--- config.mk ---
export PLATFORM = sky130hd
export DESIGN_NAME = rx_depacketizer
export DESIGN_NICKNAME = d
export VERILOG_FILES = /design/src/rtl/rx_depacketizer.sv
export SDC_FILE = /design/constraint.sdc
export NUM_CORES = 1
export LEC_CHECK = 0
export ABC_AREA = 1
export CORE_UTILIZATION = 60
export CTS_CLUSTER_DIAMETER = 100
export CTS_CLUSTER_SIZE = 25
export DETAILED_ROUTE_END_ITERATION = 6
export GPL_TIMING_DRIVEN = 0
export PLACE_DENSITY = 0.79
export SLEW_MARGIN = 20
export SYNTH_ARGS = -nofsm -noshare
export SYNTH_HDL_FRONTEND = slang
export SYNTH_SLANG_ARGS = --single-unit
export TNS_END_PERCENT = 100
--- constraint.sdc ---
create_clock -name clk -period 5.6 [get_ports clk]
set_input_delay 1.12 -clock clk [delete_from_list [all_inputs] [get_ports clk]]
set_output_delay 1.12 -clock clk [all_outputs]
set_load 0.05 [all_outputs]
--- src/rtl/rx_depacketizer.sv ---
// rx_depacketizer: hunts the frame sync word in a hard-decided serial bit
// stream, parses the 24-bit header (length + check) and emits the payload as
// an AXI-Stream-style byte stream with first/last markers.
module rx_depacketizer #(
    parameter logic [31:0] SYNC_WORD = 32'h1ACF_FC1D,
    parameter int unsigned SYNC_TOL  = 0,
    parameter int unsigned MAX_LEN   = 512
) (
    input  logic        clk,
    input  logic        rst_n,
    input  logic        ce_2M,
    input  logic        I,
    input  logic        I_vld,
    output logic [7:0]  O_tdata,
    output logic        O_tvalid,
    input  logic        O_tready,
    output logic        O_tlast,
    output logic        O_tuser,
    output logic [15:0] payload_length,
    output logic        hdr_vld,
    output logic        hdr_err,
    output logic        ovf,
    output logic        pkt_done
);

    typedef enum logic [1:0] {S_SEARCH, S_HEADER, S_PAYLOAD} state_t;

    state_t      r_state, w_state_nxt;
    logic        w_bit_en;
    logic [31:0] r_sr, w_sr_nxt;
    logic [5:0]  w_pop;
    logic        w_sync;
    logic [4:0]  r_bit_cnt;
    logic [23:0] r_hdr, w_hdr_nxt;
    logic [15:0] w_len;
    logic [7:0]  w_chk;
    logic        w_hdr_ok;
    logic [7:0]  r_byte, w_byte_nxt;
    logic [15:0] r_byte_cnt;
    logic        w_hdr_done, w_byte_done, w_first, w_last;
    logic        w_hs, w_ovf, w_load;

    assign w_bit_en   = ce_2M & I_vld;
    assign w_sr_nxt   = {r_sr[30:0], I};
    assign w_hdr_nxt  = {r_hdr[22:0], I};
    assign w_byte_nxt = {r_byte[6:0], I};
    assign w_len      = w_hdr_nxt[23:8];
    assign w_chk      = w_hdr_nxt[7:0];

    // Hamming distance between the window (including this bit) and the sync word
    always_comb begin
        w_pop = '0;
        for (int k = 0; k < 32; k++) begin
            w_pop = w_pop + {5'd0, w_sr_nxt[k] ^ SYNC_WORD[k]};
        end
    end

    assign w_sync   = ({26'd0, w_pop} <= SYNC_TOL);
    assign w_hdr_ok = (w_chk == (w_len[15:8] ^ w_len[7:0])) &&
                      (w_len != 16'd0) && ({16'd0, w_len} <= MAX_LEN);

    assign w_hdr_done  = w_bit_en && (r_state == S_HEADER)  && (r_bit_cnt == 5'd23);
    assign w_byte_done = w_bit_en && (r_state == S_PAYLOAD) && (r_bit_cnt == 5'd7);
    assign w_first     = (r_byte_cnt == 16'd0);
    assign w_last      = (r_byte_cnt == payload_length - 16'd1);
    assign w_hs        = O_tvalid && O_tready;
    // a byte finishing while the single output slot is still occupied is lost
    assign w_ovf       = w_byte_done && O_tvalid && !O_tready;
    assign w_load      = w_byte_done && !w_ovf;

    // next-state logic; returning to SEARCH makes the next bit a search bit
    always_comb begin
        w_state_nxt = r_state;
        case (r_state)
            S_SEARCH:  if (w_bit_en && w_sync) w_state_nxt = S_HEADER;
            S_HEADER:  if (w_hdr_done) w_state_nxt = w_hdr_ok ? S_PAYLOAD : S_SEARCH;
            S_PAYLOAD: if (w_byte_done && (w_ovf || w_last)) w_state_nxt = S_SEARCH;
            default:   w_state_nxt = S_SEARCH;
        endcase
    end

    // state register
    always_ff @(posedge clk or negedge rst_n) begin
        if (!rst_n) r_state <= S_SEARCH;
        else        r_state <= w_state_nxt;
    end

    // sync window and bit counter (header bit index / bit-in-byte index)
    always_ff @(posedge clk or negedge rst_n) begin
        if (!rst_n) begin
            r_sr      <= '0;
            r_bit_cnt <= '0;
        end else if (w_bit_en) begin
            r_sr <= w_sr_nxt;
            case (r_state)
                S_HEADER:  r_bit_cnt <= w_hdr_done  ? 5'd0 : r_bit_cnt + 5'd1;
                S_PAYLOAD: r_bit_cnt <= w_byte_done ? 5'd0 : r_bit_cnt + 5'd1;
                default:   r_bit_cnt <= 5'd0;
            endcase
        end
    end

    // header and payload bit packing, MSB first
    always_ff @(posedge clk or negedge rst_n) begin
        if (!rst_n) begin
            r_hdr  <= '0;
            r_byte <= '0;
        end else if (w_bit_en) begin
            if (r_state == S_HEADER)  r_hdr  <= w_hdr_nxt;
            if (r_state == S_PAYLOAD) r_byte <= w_byte_nxt;
        end
    end

    // header verdict pulses, latched length and payload byte counter
    always_ff @(posedge clk or negedge rst_n) begin
        if (!rst_n) begin
            hdr_vld        <= 1'b0;
            hdr_err        <= 1'b0;
            payload_length <= '0;
            r_byte_cnt     <= '0;
        end else begin
            hdr_vld <= w_hdr_done && w_hdr_ok;
            hdr_err <= w_hdr_done && !w_hdr_ok;
            if (w_hdr_done && w_hdr_ok) payload_length <= w_len;
            if (w_hdr_done)  r_byte_cnt <= 16'd0;
            else if (w_load) r_byte_cnt <= r_byte_cnt + 16'd1;
        end
    end

    // one-entry output register; a new load wins over a same-cycle handshake
    always_ff @(posedge clk or negedge rst_n) begin
        if (!rst_n) begin
            O_tdata  <= '0;
            O_tvalid <= 1'b0;
            O_tuser  <= 1'b0;
            O_tlast  <= 1'b0;
            ovf      <= 1'b0;
            pkt_done <= 1'b0;
        end else begin
            if (w_load) begin
                O_tdata  <= w_byte_nxt;
                O_tuser  <= w_first;
                O_tlast  <= w_last;
                O_tvalid <= 1'b1;
            end else if (w_hs) begin
                O_tvalid <= 1'b0;
            end
            ovf      <= w_ovf;
            pkt_done <= w_hs && O_tlast;
        end
    end

endmodule
==> out/results.tsv, run 1 <==
stage	metric	value	unit
logic_synthesis	syn_area	6520	µm²
pwr	p_sw	1.66	mW
clock_tree	cts-root-buf	clkbuf_8	
place	dpl.hpwl	10.7	mm
setup_path	r2r_setup_slack	0.31	ns
timing	fmax	181	MHz
detailed_routing	routedWlPerCell	15.0	µm
logic_synthesis	synth_top_area_cell	dfrtp_1	
logic_synthesis	synth_commonest_cells	nand2_1 (199), inv_1 (132), dfrtp_1 (115)	
pwr	switching_share	39.7	%
layout	area_delta_synth_final	19.1	%
logic_synthesis	ys_seq_area_share	44.1	%
setup_path	setup.worst_path.end_class	register	
pwr	p_comb_share	47.4	%
timing	finalCriticalPeriod	5.53	ns
clock_tree	cts_buffers	17	
detailed_routing	drt_pass1_iterations	5	
global_route	grt_max_degree	62	
logic_synthesis	synthFlopType	dfrtp_1	
floorplanning	dieArea	11300	µm²
pwr	power.internal	2.52	mW
layout	seq_area	2880	µm²
detailed_routing	drc	0	
layout	drive_above_1_share	11.4	%
timing	finalHoldViolations	0	
clock_tree	htreeDepth	4	
detailed_routing	vias_per_cell	5.44	
logic_synthesis	syn_area_per_cell	8.30	µm²
detailed_routing	drtIter0Drc	422	
layout	antennaDiodeCount	0	
place	port_buffers	36	
logic_synthesis	synth.distinct_cells	47	
logic_synthesis	synth_seq_cells	115	
worst_hold_path	min_path_type	register to register	
floorplanning	ioPinCount	37	
timing	worstMarginPinSlew	0.565	ns
logic_synthesis	async_flop_share	100	%
timing	tns	0	ns
global_route	grt_antenna_before_repair	0	
timing	setup-violations-final	0	
detailed_routing	wl	14.9	mm
logic_synthesis	yosys.area.top_type_share	44.1	%
logic_synthesis	yosysWarnings	0	
pwr	p_leak	3.92	nW
timing	skew	0.00744	ns
layout	fill_cells	737	
setup_path	cp_max_fo	2	
clock_tree	path_clk_slew	0.06	ns
clock_tree	clk_latency	0.53	ns
setup_path	cp_data_required_time	6.01	ns
floorplanning	coreArea	10400	µm²
layout	post-route-cell-area	7760	µm²
place	place.gp.congestion	0.885	
setup_path	crit_type	primary input to register	
logic_synthesis	syn_nets	830	
outcome	outcome	completed	
timing	setup_ws	0.0718	ns
pwr	total_power	4.18	mW
timing	fin_crit_sh	98.7	%
clock_tree	cts_buffer_depth	2	
timing	rsz0062_at_grt	yes	
setup_path	worst_setup_path_start_kind	primary input	
floorplanning	die_h	106	µm
place	place_area	7080	µm²
logic_synthesis	ys_top_cells_by_area	dfrtp_1 (44%), nand2_1 (11%), inv_1 (7.6%), fa_1 (7.4%), o21ai_0 (5.3%)	
timing	holdWs	0.490	ns
floorplanning	initial_core_util	62.6	%
global_route	grt_first_pass_wirelength	25.3	mm
timing	final_max_slew_viol_count	0	
logic_synthesis	syn_inst	786	
setup_path	cp.arrival	5.94	ns
pwr	power_frac_seq	25.4	%
logic_synthesis	synth_most_common_cell	nand2_1	
global_route	grt_remaining_overflow	0	
pwr	ir_drop	598	µV
pwr	clkPwrFrac	27.2	%
global_route	grt.total_usage	28.9	%
timing	slew_headroom	62.3	%
global_route	grt_pass1_vias	5386	
place	place_ws	-0.852	ns
floorplanning	num_rows	37	
detailed_routing	drtAntennaViolNets	0	
pwr	pwr_density_cell	539	nW/µm²
run	maxCapViolations	0	
clock_tree	clock_sinks	115	
floorplanning	dieWidth	106	µm
detailed_routing	vias	5404	
layout	multi_input_area	3050	µm²
clock_tree	tritoncts	done	
logic_synthesis	synth_edf_count	0	
layout	nets	889	
placed cells by master, fill, tap and decap left out, drive strengths merged, types with 2 or more instances in the layout:
cell type,count
ha,14
a211oi,3
xnor2,5
a31oi,3
clkinv,2
nor4,4
fa,24
xor2,16
o21ai,81
nand4,7
nor2,71
a21oi,17
bufinv,4
nand2,207
inv,139
buf,13
nand3,34
clkdlybuf4s50,34
nor3,11
dfrtp,115
clkinvlp,6
nand3b,4
clkbuf,31
a221oi,3
power by group through the flow:
stage | sequential (mW) | clock (mW) | combinational (mW)
after floorplan | 1.04 | 0 | 1.26
after global placement | 1.06 | 0 | 1.52
after detailed placement | 1.07 | 0 | 1.59
after CTS | 1.06 | 1.15 | 1.70
after global routing | 1.07 | 1.19 | 2.29
final | 1.06 | 1.14 | 1.98
metrics by stage:
stage               std cells  utilization (%)
finish                    994             74.5
global route              994             74.5
CTS                       992             74.1
detailed placement        959             68.0
global placement          958             67.7
floorplan                 786                -
worst max-delay path, cell delays in order:
cell       delay, ns
buf_8           0.10
fa_1            0.53
inv_2           0.06
fa_1            0.49
inv_2           0.04
fa_1            0.48
inv_2           0.04
fa_1            0.46
fa_1            0.51
inv_2           0.04
fa_1            0.50
inv_2           0.05
ha_4            0.16
fa_1            0.51
nor4_4          0.28
o2111ai_2       0.16
a21oi_2         0.19
nand2_1         0.09
nand2_1         0.08
nand2_1         0.06
layer usage:
layer / vias to the layer above / wire length [µm] / track usage, %
li1: 2568 / - / -
met1: 2649 / 6470 / 37.5
met2: 154 / 7400 / 48.1
met3: 33 / 694 / 5.64
met4: 0 / 312 / 10.7
met5: - / 0 / 0
worst paths after layout:
kind	start	to	cells after the start
min in group asynchronous	rst_n	payload_length[13]	1
max in group asynchronous	rst_n	payload_length[4]	2
worst max-delay path	I	r_state[0]	20
worst min register to register	r_byte[5]	r_byte[6]	2
worst min-delay path	r_byte[5]	r_byte[6]	2
worst max register to register	r_sr[29]	r_state[0]	20
timing repair:
item	in CTS	in global routing
pin swaps	2	10
setup buffers	1	2
hold buffers	0	0
resized for setup	3	14
endpoints found under the setup margin	2	2
logic make-up after synthesis:
group / share of synthesized area, %
fa+ha+maj: 10.1
simple gates: 22.9
xor+xnor: 2.82
buf+inv: 9.65
compound gates: 10.3
mux: 0.173
flops: 44.1
state kept, by name, summed over array words and instances, names as in the netlist, 2 cells and up:
signal,flops
r_byte,7
r_state,2
r_hdr,23
r_bit_cnt,5
payload_length,16
r_sr,31
O_tdata,8
r_byte_cnt,16
cell type report:
type / instances / share of cell area (%)
multi-input cells: 514 / 39.3
flip-flops and latches: 115 / 37.1
inverters: 136 / 6.59
repair buffers: 40 / 5.37
clock buffers: 17 / 5.33
clock inverters: 15 / 2.64
well taps: 136 / 2.19
plain buffers: 21 / 1.51
Power figures use the tool's default switching activity.
==> inputs of run 2 (changes only) <==
--- a/config.mk
+++ b/config.mk
@@ -7,10 +7,11 @@
 export LEC_CHECK = 0
 export ABC_AREA = 1
-export CORE_UTILIZATION = 60
+export CORE_UTILIZATION = 55
 export CTS_CLUSTER_DIAMETER = 100
 export CTS_CLUSTER_SIZE = 25
 export DETAILED_ROUTE_END_ITERATION = 6
 export GPL_TIMING_DRIVEN = 0
-export PLACE_DENSITY = 0.79
+export HOLD_SLACK_MARGIN = 0.02
+export PLACE_DENSITY = 0.73
 export SLEW_MARGIN = 20
 export SYNTH_ARGS = -nofsm -noshare
==> constraint.sdc (replaced) <==
create_clock -name clk -period 5.6 [get_ports clk]
set_input_delay 1.12 -clock clk [delete_from_list [all_inputs] [get_ports clk]]
set_output_delay 1.12 -clock clk [all_outputs]
set_load 0.005 [all_outputs]
==> out/results.tsv, run 2 (synthesized netlist as in run 1, its figures left out) <==
stage	metric	value	unit
outcome	outcome	completed	
clock_tree	clock_sinks	115	
layout	final_cells	1000	
setup_path	r2r-start	r_sr[0]	
layout	area_delta_synth_final	18.7	%
timing	skew	0.00934	ns
pwr	power_frac_seq	26.6	%
floorplanning	num_rows	39	
layout	top_register	r_sr	
layout	layout_commonest_cell	nand2_1	
timing	holdWs	0.482	ns
detailed_routing	vias_per_cell	5.26	
clock_tree	path_clk_slew	0.05	ns
setup_path	critPathCapture	r_state[1]	
detailed_routing	drc	0	
layout	post-route-cell-area	7740	µm²
layout	final_cell_mix	nand2_1 (199), inv_1 (129), dfrtp_1 (115), o21ai_0 (69), nor2_1 (60)	
setup_path	worstRegToRegCells	18	
layout	final_util	67.5	%
timing	worstMarginPinSlew	0.533	ns
pwr	clkPwrFrac	28.1	%
pwr	switching_share	38.6	%
layout	antennaDiodeCount	0	
place	dpl.hpwl	10.5	mm
floorplanning	ioPinCount	37	
floorplanning	initial_core_util	56.9	%
detailed_routing	drtIter0Drc	321	
global_route	grt_pass1_vias	5261	
timing	rsz0062_at_grt	yes	
detailed_routing	wl	14.3	mm
worst_hold_path	min_path_type	register to register	
timing	slew_headroom	64.4	%
run	maxCapViolations	0	
setup_path	worst_setup_path_start_kind	primary input	
clock_tree	cts_buffers	17	
clock_tree	tritoncts	done	
layout	reg_top3	r_sr x31, r_hdr x23	
setup_path	crit_start	I	
place	port_buffers	36	
global_route	grt_first_pass_wirelength	24.8	mm
global_route	grt_antenna_before_repair	0	
detailed_routing	routedWlPerCell	14.3	µm
floorplanning	dieWidth	111	µm
timing	final_max_slew_viol_count	0	
floorplanning	coreArea	11500	µm²
pwr	p_leak	3.93	nW
pwr	p_comb_share	45.3	%
timing	setup-violations-final	0	
timing	setup_ws	0.0619	ns
clock_tree	ctsHoldBuffers	0	
global_route	grt_remaining_overflow	0	
setup_path	cp_data_required_time	5.95	ns
timing	finalCriticalPeriod	5.54	ns
timing	fin_crit_sh	98.9	%
detailed_routing	drtAntennaViolNets	0	
pwr	pwr_density_cell	512	nW/µm²
timing	fmax	181	MHz
place	place.gp.congestion	0.862	
clock_tree	cts-root-buf	clkbuf_16	
floorplanning	dieArea	12300	µm²
place	place_area	7090	µm²
layout	nets	888	
detailed_routing	vias	5263	
place	dp.cells	966	
pwr	power.internal	2.43	mW
clock_tree	clk_latency	0.41	ns
setup_path	r2r_setup_slack	0.40	ns
setup_path	reg2reg_to	r_state[1]	
clock_tree	htreeDepth	4	
global_route	grt_max_degree	59	
setup_path	setup.worst_path.end_class	register	
detailed_routing	drt_pass1_iterations	5	
floorplanning	die_h	111	µm
layout	drive_above_1_share	10.6	%
layout	largest_reg_flops	31	
pwr	ir_drop	404	µV
global_route	grt.total_usage	25.5	%
clock_tree	cts_buffer_depth	2	
setup_path	crit_type	primary input to register	
timing	finalHoldViolations	0	
setup_path	cp_max_fo	3	
setup_path	cp.arrival	5.89	ns
place	place_ws	-0.801	ns
pwr	p_sw	1.53	mW
worst_hold_path	hold_depth	2	
==> run 2: changes by cell type in the layout (fill, tap and decap cells not counted), sizes merged <==
| cell | change |
|---|---|
| clkbuf | +5 |
| clkinvlp | -5 |
| clkinv | +4 |
| inv | -4 |
| buf | -1 |
==> run 2: final cells by class <==
class / count / area [µm²]
Buffer: 21 / 118
Clock buffer: 22 / 454
Clock inverter: 10 / 156
Fill cell: 935 / 3730
Inverter: 136 / 512
Multi-Input combinational cell: 514 / 3030
Sequential cell: 115 / 2880
Tap cell: 143 / 179
Timing Repair Buffer: 39 / 409
==> run 2: worst max-delay path, cell delays in order <==
cell	delay, ns
buf_8	0.10
fa_1	0.52
inv_2	0.06
fa_1	0.49
inv_2	0.04
fa_1	0.48
inv_1	0.05
fa_1	0.45
fa_1	0.52
inv_2	0.04
fa_1	0.47
inv_1	0.04
ha_2	0.17
fa_1	0.45
nor4_2	0.21
o2111ai_2	0.18
a21oi_2	0.22
buf_4	0.13
nand3_1	0.07
nand2_1	0.08
==> run 2: worst min path at each step <==
stage | start | endpoint | slack (ns)
2_1_floorplan | r_byte[0] | r_byte[1] | 0.45
3_3_place_gp | r_hdr[6] | r_hdr[6] | 0.47
3_5_place_dp | r_sr[19] | r_sr[19] | 0.48
4_1_cts | r_sr[19] | r_sr[19] | 0.49
5_1_grt | O_tdata[4] | O_tdata[4] | 0.50
6_report | r_sr[19] | r_sr[19] | 0.48
==> run 2: per-stage QoR <==
stage	power, mW	TNS [ns]
final	3.96	0
after global routing	4.33	-0.268
after CTS	3.83	0
after detailed placement	2.68	-1.59
after global placement	2.59	-105.09
after floorplan	2.30	0
==> run 2: per-layer routing <==
layer  global-route usage [%]  up-vias  routed length, µm
met5                        0        -                  0
met4                     10.5        0                231
met3                     5.03       21                615
met2                     40.6      120               6900
met1                     34.2     2553               6510
li1                         -     2569                  -
==> run 2: power by group through the flow <==
stage	registers, mW	logic (mW)	clock network [mW]
5_1_grt	1.07	2.09	1.17
6_report	1.06	1.80	1.11
3_3_place_gp	1.06	1.53	0
2_1_floorplan	1.04	1.26	0
4_1_cts	1.05	1.64	1.13
3_5_place_dp	1.07	1.62	0
==> run 2: what timing repair did <==
action,CTS,global route
endpoints found under the setup margin,2,2
pin swaps,6,6
hold endpoints to repair,0,0
buffers inserted,0,2
gates resized for setup,8,5
==> inputs of run 3 (changes only) <==
Settings changed: CAP_MARGIN from default to 20, CORE_MARGIN from default to 3, CTS_CLUSTER_SIZE 25 to 10.
==> out/results.tsv, run 3 (synthesized netlist as in run 1, its figures left out) <==
stage	metric	value	unit
floorplanning	ioPinCount	37	
detailed_routing	drtIter0Drc	417	
timing	finalCriticalPeriod	5.60	ns
layout	top_register	r_sr	
timing	fin_crit_sh	100	%
worst_hold_path	min_to	r_byte[4]	
layout	seq_area	2880	µm²
detailed_routing	routedWlPerCell	14.7	µm
floorplanning	die_h	115	µm
clock_tree	htreeDepth	4	
layout	final_util	66.4	%
run	maxCapViolations	0	
timing	setup_ws	-0.00331	ns
timing	rsz0062_at_grt	yes	
setup_path	crit_type	primary input to register	
pwr	total_power	3.89	mW
pwr	switching_share	40.1	%
pwr	power_frac_seq	27.2	%
worst_hold_path	min_path_type	register to register	
detailed_routing	vias_per_cell	5.31	
timing	slew_headroom	55.7	%
place	place_ws	-0.870	ns
layout	post-route-cell-area	7650	µm²
floorplanning	initial_core_util	56.6	%
timing	skew	0.00810	ns
detailed_routing	wl	14.7	mm
clock_tree	cts_buffers	17	
place	place_area	7080	µm²
setup_path	worstRegToRegCells	20	
global_route	use_met1	32.4	%
layout	antennaDiodeCount	0	
pwr	p_sw	1.56	mW
global_route	grt_antenna_before_repair	0	
pwr	power.internal	2.33	mW
global_route	grt_busiest_layer	met2	
outcome	outcome	complete, but fails checks	
global_route	use_met2	39.8	%
setup_path	reg2reg_to	r_state[1]	
layout	layout_commonest_cell	nand2_1	
layout	reg_top3	r_sr x31, r_hdr x23	
worst_hold_path	hold_depth	2	
detailed_routing	drc	0	
setup_path	cp_data_required_time	5.89	ns
pwr	pwr_density_cell	508	nW/µm²
setup_path	cp.arrival	5.90	ns
clock_tree	tritoncts	done	
clock_tree	path_clk_slew	0.05	ns
pwr	p_comb_share	48.0	%
global_route	grtUsageMet3	5.74	%
global_route	grt_max_degree	72	
detailed_routing	drt_pass1_iterations	5	
timing	worstMarginPinSlew	0.665	ns
floorplanning	dieArea	13200	µm²
timing	tns	-0.00331	ns
place	dpl.hpwl	10.8	mm
setup_path	cp_max_fo	3	
clock_tree	clk_latency	0.41	ns
setup_path	r2r_setup_slack	0.34	ns
detailed_routing	vias	5311	
pwr	ir_drop	444	µV
pwr	p_leak	3.89	nW
layout	multi_input_area	3030	µm²
timing	fmax	178	MHz
layout	final_cell_mix	nand2_1 (199), inv_1 (130), dfrtp_1 (115), o21ai_0 (69), nor2_1 (60)	
timing	setup-violations-final	1	
layout	largest_reg_flops	31	
floorplanning	coreArea	11500	µm²
floorplanning	dieWidth	115	µm
layout	nets	888	
timing	finalHoldViolations	0	
place	port_buffers	36	
floorplanning	num_rows	39	
layout	area_delta_synth_final	17.3	%
clock_tree	cts-root-buf	clkbuf_16	
place	place.gp.congestion	0.867	
clock_tree	clock_sinks	115	
global_route	grt_pass1_vias	5514	
setup_path	worst_setup_path_start_kind	primary input	
layout	drive_above_1_share	10.2	%
setup_path	r2r-start	r_sr[29]	
global_route	grt_remaining_overflow	0	
global_route	grt.total_usage	24.5	%
layout	fill_cells	939	
pwr	clkPwrFrac	24.8	%
setup_path	setup.worst_path.end_class	register	
clock_tree	cts_buffer_depth	2	
outcome	violations	negative setup slack	
detailed_routing	drtAntennaViolNets	0	
global_route	grt_first_pass_wirelength	25.6	mm
worst_hold_path	min_from	r_byte[3]	
timing	final_max_slew_viol_count	0	
clock_tree	ctsHoldBuffers	0	
run 3: per-layer routing:
metal | up-vias | routed length, µm
met5 | - | 0
met4 | 0 | 236
met3 | 29 | 649
met2 | 127 | 7250
met1 | 2594 | 6530
li1 | 2561 | -
run 3: area by class of cell:
type | instances | area share (%)
sequential | 115 | 37.6
tap | 143 | 2.34
multi-input combinational | 514 | 39.6
clock buffer | 28 | 6.62
inverter | 136 | 6.69
timing repair buffer | 39 | 5.25
clock inverter | 4 | 0.294
buffer | 21 | 1.54
run 3: what timing repair did:
item	4_1_cts	5_1_grt
gates cloned	0	0
resized for setup	9	3
buffers inserted	2	0
setup endpoints to repair	2	2
pin swaps	8	3
run 3: power groups by stage:
stage	Combinational [mW]	Clock [mW]	Sequential, mW
global route	2.13	1.02	1.07
global placement	1.53	0	1.06
detailed placement	1.64	0	1.07
CTS	1.71	0.978	1.05
finish	1.87	0.964	1.06
floorplan	1.26	0	1.04
run 3: worst max-delay path: stages:
cell and delay, ns:
buf_8 0.10, fa_1 0.52, inv_2 0.05, fa_1 0.48
inv_1 0.05, fa_1 0.50, inv_2 0.04, fa_1 0.46
fa_1 0.50, inv_1 0.05, fa_1 0.47, inv_1 0.04
ha_2 0.17, fa_1 0.46, nor4_2 0.21, o2111ai_2 0.20
a21oi_2 0.23, nand2_1 0.09, nand2_1 0.08, nand2_1 0.06
run 3: worst max path at each step:
stage | from | endpoint | slack, ns | depth (start not counted)
floorplan | I | r_state[0] | 0.01 | 19
global placement | rst_n | r_sr[22] | -0.95 | 1
detailed placement | I | r_state[1] | -0.87 | 20
CTS | I | r_state[1] | -0.05 | 20
global route | I | r_state[1] | -0.1 | 20
finish | I | r_state[1] | -0.003 | 20
run 3: metrics by stage:
stage | hold WS (ns) | cells
after floorplan | 0.453 | 786
after detailed placement | 0.468 | 966
after global placement | 0.465 | 965
after CTS | 0.481 | 1000
final | 0.477 | 1000
after global routing | 0.509 | 1000
